File: src/rtl/text_vram_scheduler.sv
// text_vram_scheduler
// Owns the single-port text VRAM (600 words, four characters per word) and
// shares it between the display prefetch engine and the CPU bus. The display
// always wins its fetch slot. The fetched word is double-buffered so that the
// character byte for the current pixel is ready with no added latency.
module text_vram_scheduler #(
  parameter int RD_LAT     = 2,
  parameter int FETCH_SLOT = 4
) (
  input  logic        i_clk,
  input  logic        i_reset,
  input  logic [9:0]  i_drawX,
  input  logic [9:0]  i_drawY,
  input  logic [31:0] i_paletteIn,
  input  logic        i_cpuReq,
  input  logic        i_cpuWe,
  input  logic [9:0]  i_cpuAddr,
  input  logic [3:0]  i_cpuBe,
  input  logic [31:0] i_cpuWdata,
  output logic        o_cpuAck,
  output logic [31:0] o_cpuRdata,
  output logic [9:0]  o_vramAddr,
  output logic        o_vramRd,
  output logic        o_vramWe,
  output logic [3:0]  o_vramBe,
  output logic [31:0] o_vramWdata,
  input  logic [31:0] i_vramRdata,
  output logic [7:0]  o_drawCode,
  output logic [31:0] o_drawSig
);

  localparam logic [9:0] VRAM_WORDS  = 10'd600;
  localparam logic [9:0] ACTIVE_ROWS = 10'd480;
  localparam logic [9:0] LAST_ROW    = 10'd524;
  localparam logic [9:0] LAST_COL    = 10'd799;

  logic [4:0]  w_group;
  logic [4:0]  w_phase;
  logic [9:0]  w_nextY;
  logic [9:0]  w_rowBase;
  logic [9:0]  w_nextRowBase;
  logic [9:0]  w_fetchAddr;
  logic        w_fetchWanted;
  logic        w_fetch;
  logic        w_cpuIssue;
  logic        w_cpuInRange;
  logic        w_cpuStrobe;
  logic        w_retValid;
  logic        w_retCpu;
  logic        w_retZero;

  logic [31:0] r_curWord;
  logic [31:0] r_preWord;
  logic [31:0] r_cpuRdata;
  logic [31:0] r_drawSig;
  logic [31:0] r_vramWdata;
  logic [9:0]  r_vramAddr;
  logic [3:0]  r_vramBe;
  logic        r_cpuAck;
  logic        r_busy;
  logic [RD_LAT-1:0] r_tagValid;
  logic [RD_LAT-1:0] r_tagCpu;
  logic [RD_LAT-1:0] r_tagZero;

  assign w_group       = i_drawX[9:5];
  assign w_phase       = i_drawX[4:0];
  assign w_nextY       = (i_drawY == LAST_ROW) ? 10'd0 : i_drawY + 10'd1;
  assign w_rowBase     = {4'd0, i_drawY[9:4]} * 10'd20;
  assign w_nextRowBase = {4'd0, w_nextY[9:4]} * 10'd20;

  // Pick the word the display needs next: the following group on this line,
  // or group 0 of the next line once the visible groups are done.
  always_comb begin
    w_fetchWanted = 1'b0;
    w_fetchAddr   = 10'd0;
    if (w_phase == 5'(FETCH_SLOT)) begin
      if (w_group < 5'd19) begin
        w_fetchWanted = (i_drawY < ACTIVE_ROWS);
        w_fetchAddr   = w_rowBase + {5'd0, w_group} + 10'd1;
      end else if (w_group == 5'd24) begin
        w_fetchWanted = (w_nextY < ACTIVE_ROWS);
        w_fetchAddr   = w_nextRowBase;
      end
    end
  end

  assign w_fetch      = w_fetchWanted && !i_reset;
  assign w_cpuIssue   = i_cpuReq && !w_fetch && !r_busy && !r_cpuAck && !i_reset;
  assign w_cpuInRange = (i_cpuAddr < VRAM_WORDS);
  assign w_cpuStrobe  = w_cpuIssue && w_cpuInRange;

  assign w_retValid = r_tagValid[RD_LAT-1];
  assign w_retCpu   = r_tagCpu[RD_LAT-1];
  assign w_retZero  = r_tagZero[RD_LAT-1];

  assign o_vramRd    = w_fetch || (w_cpuStrobe && !i_cpuWe);
  assign o_vramWe    = w_cpuStrobe && i_cpuWe;
  assign o_vramAddr  = w_fetch ? w_fetchAddr : (w_cpuStrobe ? i_cpuAddr : r_vramAddr);
  assign o_vramBe    = o_vramWe ? i_cpuBe : r_vramBe;
  assign o_vramWdata = o_vramWe ? i_cpuWdata : r_vramWdata;

  assign o_cpuAck   = r_cpuAck;
  assign o_cpuRdata = r_cpuRdata;
  assign o_drawSig  = r_drawSig;
  assign o_drawCode = r_curWord[{i_drawX[4:3], 3'b000} +: 8];

  // Remember the last command fields so the VRAM bus holds steady when idle
  always_ff @(posedge i_clk) begin
    if (i_reset) begin
      r_vramAddr  <= 10'd0;
      r_vramBe    <= 4'd0;
      r_vramWdata <= 32'd0;
    end else begin
      r_vramAddr  <= o_vramAddr;
      r_vramBe    <= o_vramBe;
      r_vramWdata <= o_vramWdata;
    end
  end

  // Track every read in flight so returning data reaches the right consumer;
  // out-of-range CPU reads ride along with no strobe and return zero
  always_ff @(posedge i_clk) begin
    if (i_reset) begin
      r_tagValid <= '0;
      r_tagCpu   <= '0;
      r_tagZero  <= '0;
    end else begin
      r_tagValid[0] <= w_fetch || (w_cpuIssue && !i_cpuWe);
      r_tagCpu[0]   <= w_cpuIssue && !i_cpuWe;
      r_tagZero[0]  <= !w_cpuInRange;
      for (int k = 1; k < RD_LAT; k++) begin
        r_tagValid[k] <= r_tagValid[k-1];
        r_tagCpu[k]   <= r_tagCpu[k-1];
        r_tagZero[k]  <= r_tagZero[k-1];
      end
    end
  end

  // CPU side: single outstanding op, one-cycle ack, read data captured on return
  always_ff @(posedge i_clk) begin
    if (i_reset) begin
      r_cpuAck   <= 1'b0;
      r_busy     <= 1'b0;
      r_cpuRdata <= 32'd0;
    end else begin
      r_cpuAck <= (w_cpuIssue && i_cpuWe) || (w_retValid && w_retCpu);
      if (w_cpuIssue && !i_cpuWe) begin
        r_busy <= 1'b1;
      end else if (w_retValid && w_retCpu) begin
        r_busy <= 1'b0;
      end
      if (w_retValid && w_retCpu) begin
        r_cpuRdata <= w_retZero ? 32'd0 : i_vramRdata;
      end
    end
  end

  // Display side: fill the prefetch buffer, swap it in at the end of each group,
  // and latch the palette only at the very last pixel of the frame
  always_ff @(posedge i_clk) begin
    if (i_reset) begin
      r_preWord <= 32'd0;
      r_curWord <= 32'd0;
      r_drawSig <= 32'd0;
    end else begin
      if (w_retValid && !w_retCpu) begin
        r_preWord <= i_vramRdata;
      end
      if (w_phase == 5'd31) begin
        r_curWord <= r_preWord;
      end
      if (i_drawX == LAST_COL && i_drawY == LAST_ROW) begin
        r_drawSig <= i_paletteIn;
      end
    end
  end

endmodule

File: config.mk
export PLATFORM = sky130hd
export DESIGN_NAME = text_vram_scheduler
export DESIGN_NICKNAME = d
export VERILOG_FILES = /design/src/rtl/text_vram_scheduler.sv
export SDC_FILE = /design/constraint.sdc
export NUM_CORES = 1
export LEC_CHECK = 0
export BUFFER_PORTS_ARGS = -buffer_cell sky130_fd_sc_hd__buf_2
export CORE_ASPECT_RATIO = 0.8
export CORE_UTILIZATION = 51
export CTS_CLUSTER_DIAMETER = 120
export DETAILED_ROUTE_END_ITERATION = 8
export GPL_TIMING_DRIVEN = 0
export MAX_ROUTING_LAYER = met4
export PLACE_DENSITY = 0.86
export SETUP_SLACK_MARGIN = 0.2
export SLEW_MARGIN = 5
export SYNTH_ARGS = -nofsm -noshare
export SYNTH_HDL_FRONTEND = slang
export SYNTH_SLANG_ARGS = --single-unit
File: constraint.sdc
create_clock -name i_clk -period 2.7 [get_ports i_clk]
set_clock_uncertainty 0.1 [all_clocks]
set_input_delay 0.135 -clock i_clk [delete_from_list [all_inputs] [get_ports i_clk]]
set_output_delay 0.135 -clock i_clk [all_outputs]
set_load 0.1 [all_outputs]
==> results of run 1 <==
==> Yosys cell counts (3+ instances only) <==
cell      number
nand4_1        5
inv_1         12
dfxtp_1      182
xor2_1         5
a211oi_2       3
o21ai_0       37
a21o_1         5
xnor2_1       12
nor3b_1       33
nand3_1       41
nor2_1        81
buf_2          7
a211oi_1       5
nor3_1         5
o21ai_1        5
nand2_1      172
mux2i_1       44
nor2b_1       11
mux4_2         8
a22oi_1        5
a221oi_2       3
buf_1          5
and3_1         3
buf_6          3
ha_1          21
buf_4         10
nand2b_1       3
a21oi_1      140
clkbuf_1      43
==> cell families after synthesis <==
logic type | Yosys count | share of synthesized area, %
simple gates | 371 | 21.3
xor+xnor | 17 | 1.86
compound gates | 216 | 15.2
flops | 182 | 45.5
mux | 52 | 7.75
fa+ha+maj | 23 | 3.78
buf+inv | 80 | 4.61
==> repair_timing <==
action / CTS
resized for setup: 407
setup buffers: 41
hold endpoints to repair: 99
pin swaps: 82
gates cloned: 7
setup endpoints to repair: 48
hold buffers: 98
==> layer usage <==
layer / global-route usage, % / GRT overflow
met5: - / -
met4: 94.3 / 85
met3: 79.2 / 19
met1: 88.2 / 14
met2: 102 / 160
==> metrics by stage <==
| stage | util [%] | setup TNS (ns) | area [sq um] | hold slack (ns) | std cells |
|---|---|---|---|---|---|
| after CTS | 89.3 | -1.03 | 13500 | 0.00348 | 1579 |
| after detailed placement | 65.1 | -10.01 | 9870 | 0.277 | 1403 |
| after global placement | 65.1 | -8.39 | 9870 | 0.266 | 1403 |
| after floorplan | - | -0.135 | 8350 | 0.114 | 941 |
==> impl_metrics.ini, run 1 <==
[place]
place_congestion = 0.897
dp_slack_ns = -0.442
dp_hpwl_microns = 17400
port_buffers = 252

[clock_tree]
htreeDepth = 4
cts_buffers = 17
cts_sinks = 182
root_buffer = clkbuf_16
cts.path.max_buffers = 2

[floorplanning]
dieHeight_microns = 114
std_cell_rows = 40
die_width_microns = 142
io_pins = 255
start_util_pct = 52.8

[status]
error_line = [ERROR GRT-0232] Routing congestion too high. Check the congestion heatmap in the GUI.
haltStage = global routing (5_1_grt)
outcome = aborted with a tool error

[synthesis]
yosys.area.top_type = dfxtp_1
synthFlopType = dfxtp_1
yosys_warnings = 0
yosysSeqAreaShare_pct = 45.5
ys_ff_latch = 182
synth_edf_count = 0
synth.cell_area_sq_um = 8010
synthArstFlopShare_pct = 0
syn_nets = 1098
synth_area_leaders = dfxtp_1, a21oi_1, nand2_1
synth_cell_types = 54
netlist_instances = 941
syn_avg_cell_area_sq_um = 8.52
synth_top_area_share_pct = 45.5

[sta]
worstEndpointType = primary output
worstEndpointGrtRepair = o_vramAddr[9]

[grt]
grt_max_degree = 17
grt_remaining_overflow = 278
track_usage_pct = 91.0
==> run 2, diff against run 1 <==
CORE_ASPECT_RATIO = default   (was 0.8)
CORE_UTILIZATION = 40   (was 51)
CTS_CLUSTER_DIAMETER = default   (was 120)
MAX_ROUTING_LAYER = default   (was met4)
PLACE_DENSITY = default   (was 0.86)
PLACE_DENSITY_LB_ADDON = 0.15   (was default)
SETUP_SLACK_MARGIN = default   (was 0.2)
==> run 2 against run 1 <==
The flow now finishes, with violations (setup timing). Synthesized cell count did not move. Area after synthesis did not move.
==> impl_metrics.ini, run 2 <==
[status]
outcome = finished with violations
violations = setup timing

[clock_tree]
root_buffer = clkbuf_16
worstSkewPairLatency_ns = 0.42
cts_buffers = 17
htreeDepth = 4
path_clk_slew_ns = 0.07
cts.path.max_buffers = 2
tritoncts = done
cts_sinks = 182

[synthesis]
synth_cell_types = 54
synth_edf_count = 0
yosysSeqAreaShare_pct = 45.5
synth.cell_area_sq_um = 8010
synthFlopType = dfxtp_1
yosys.area.top_type = dfxtp_1
ys_ff_latch = 182
yosys_warnings = 0
yosysMostFrequentCell = dfxtp_1
synth_top_area_share_pct = 45.5
netlist_instances = 941
syn_avg_cell_area_sq_um = 8.52
syn_nets = 1098
synth_area_leaders = dfxtp_1, a21oi_1, nand2_1
synthArstFlopShare_pct = 0
synth_common_cells = dfxtp_1, nand2_1, a21oi_1, nor2_1, mux2i_1

[floorplanning]
dieArea_sq_um = 20600
die_width_microns = 144
std_cell_rows = 51
io_pins = 255
start_util_pct = 41.0
dieHeight_microns = 144
coreArea_sq_um = 19500

[critical_path]
cp-endpoint = o_vramAddr[9]
cp.arrival_ns = 2.73
required_ns = 2.47
max_stage_delay_ns = 0.34
path_cells = buf_6 > nand4_1 > nor2_4 > buf_6 > nand2_2 > xnor2_2 > ha_2 > ha_4 > inv_2 > fa_2 > inv_2 > a21o_1 > a21oi_2 > xnor2_1 > a221oi_2 > buf_4 > nor2_4 > buf_12
r2r_setup_slack_ns = 0.60
r2r_end = r_vramWdata[28]
end_kind = primary output
critPathLaunch = i_drawY[0]
cp_slowest_cell = fa_2
r2r-start = o_cpuAck
cp-start-kind = primary input
crit_fanout = 4
r2r_cells = 6
path_class = primary input to primary output

[layout]
nFillCells = 1680
nNetsFinal = 1492
antenna_cells = 0
areaGrowthSynthToFinish_pct = 54.8
final_cell_area_sq_um = 12400
final_common_cell = buf_2
final_cell_mix = buf_2, dfxtp_1, nand2_1
multi_input_area_sq_um = 4490
ff_latch_area_sq_um = 3640
layout-drive-gt1-share_pct = 33.3
finish.utilization_pct = 63.5

[routing]
via_per_inst = 5.05
ant_nets = 0
vias = 8140
drtIter0Drc = 386
firstDrtPassIters = 5
route.detailed.drc = 0
drt-total-wl_microns = 25600
avgRoutedWirePerCell_microns = 15.9

[place]
place_congestion = 0.847
port_buffers = 252
placed_cell_area_sq_um = 9830
dp_hpwl_microns = 17100

[sta]
grt_setup_unrepaired = true
setup_ws_ns = -0.265
setup_violations = 5
min_period_over_period_pct = 110
maxSlewHeadroom_pct = 25.6
fmax_mhz = 337
finalSetupTns_ns = -0.604
hold_viol = 0
drv_slew = 0
tightest_slew_ns = 1.11
min_period_ns = 2.96

[pwr]
power_leakage_nw = 5.16
ir_drop_v = 0.000445
p_total_mw = 6.32
powerDensity_nw_per_um2 = 509

[grt]
grt_pass1_vias = 7647
grt_max_degree = 17
grt_pass1_wl_microns = 38300
grt_remaining_overflow = 0
track_usage_pct = 23.8
antenna_found_initial = 0

[flow_run]
max-cap-violations = 0

[worst_hold_path]
hold_path_class = primary input to flop
-- run 2: cell counts after synthesis --
Identical to the previous run, type by type.
-- run 2: logic make-up (layout without fill, tap and decap cells) --
group,Yosys count,count (layout),synth area share [%]
xor+xnor,17,17,1.86
buf+inv,80,486,4.61
flops,182,182,45.5
mux,52,52,7.75
fa+ha+maj,23,23,3.78
compound gates,216,216,15.2
simple gates,371,371,21.3
-- run 2: area by class of cell --
| type | instances | area share (%) |
|---|---|---|
| repair buffers | 377 | 23.7 |
| flip-flops and latches | 182 | 29.4 |
| multi-input cells | 679 | 36.2 |
| plain buffers | 66 | 2.97 |
| clock buffers | 18 | 3.46 |
| well taps | 265 | 2.67 |
| clock inverters | 13 | 1.22 |
| inverters | 12 | 0.363 |
-- run 2: worst min-delay path by stage --
| stage | from | to | slack (ns) | depth (start not counted) |
|---|---|---|---|---|
| CTS | i_reset | r_tagCpu[0] | 0.006 | 3 |
| global placement | i_paletteIn[30] | o_drawSig[30] | 0.27 | 3 |
| floorplan | i_cpuWe | r_tagCpu[0] | 0.11 | 1 |
| global route | i_cpuAddr[4] | r_vramAddr[4] | 0.04 | 3 |
| finish | i_cpuAddr[4] | r_vramAddr[4] | 0.06 | 3 |
| detailed placement | i_paletteIn[17] | o_drawSig[17] | 0.28 | 3 |
-- run 2: repair_timing --
action	4_1_cts	5_1_grt
gates cloned	0	2
resized for setup	160	83
buffers inserted	13	8
hold buffers	103	0
endpoints found under the hold margin	105	0
pin swaps	17	26
setup endpoints to repair	48	48
-- run 2: stage by stage --
step                      hold WS (ns)  std cells  setup slack [ns]
after floorplan                  0.114        941           -0.0967
after global placement           0.266       1458            -0.526
after detailed placement         0.281       1458            -0.524
after CTS                      0.00642       1604            -0.210
after global routing            0.0437       1612            -0.336
final                           0.0597       1612            -0.265
-- run 2: critical path, delay by kind of cell --
kind / cells / cell delay [ns]
buffers and inverters: 6 / 0.65
and+or+nand+nor: 4 / 0.55
AOI/OAI and AO/OA: 3 / 0.27
adders and majority gates: 3 / 0.72
xor gates and xnor gates: 2 / 0.40
-- run 2: per-layer routing --
metal | track usage (%) | vias up | wire length, microns
met1 | 30.5 | 3801 | 11200
met4 | 6.16 | 0 | 396
met3 | 4.90 | 31 | 1320
met5 | 0 | - | 0
li1 | - | 4035 | -
met2 | 40.6 | 273 | 12700
-- run 2: where the power goes --
part	switching [mW]	total (mW)	internal, mW
Clock	1.09	2.46	1.38
Sequential	0.0173	2.74	2.72
Combinational	0.660	1.12	0.458
No activity file was read; power rests on OpenSTA's default activity.
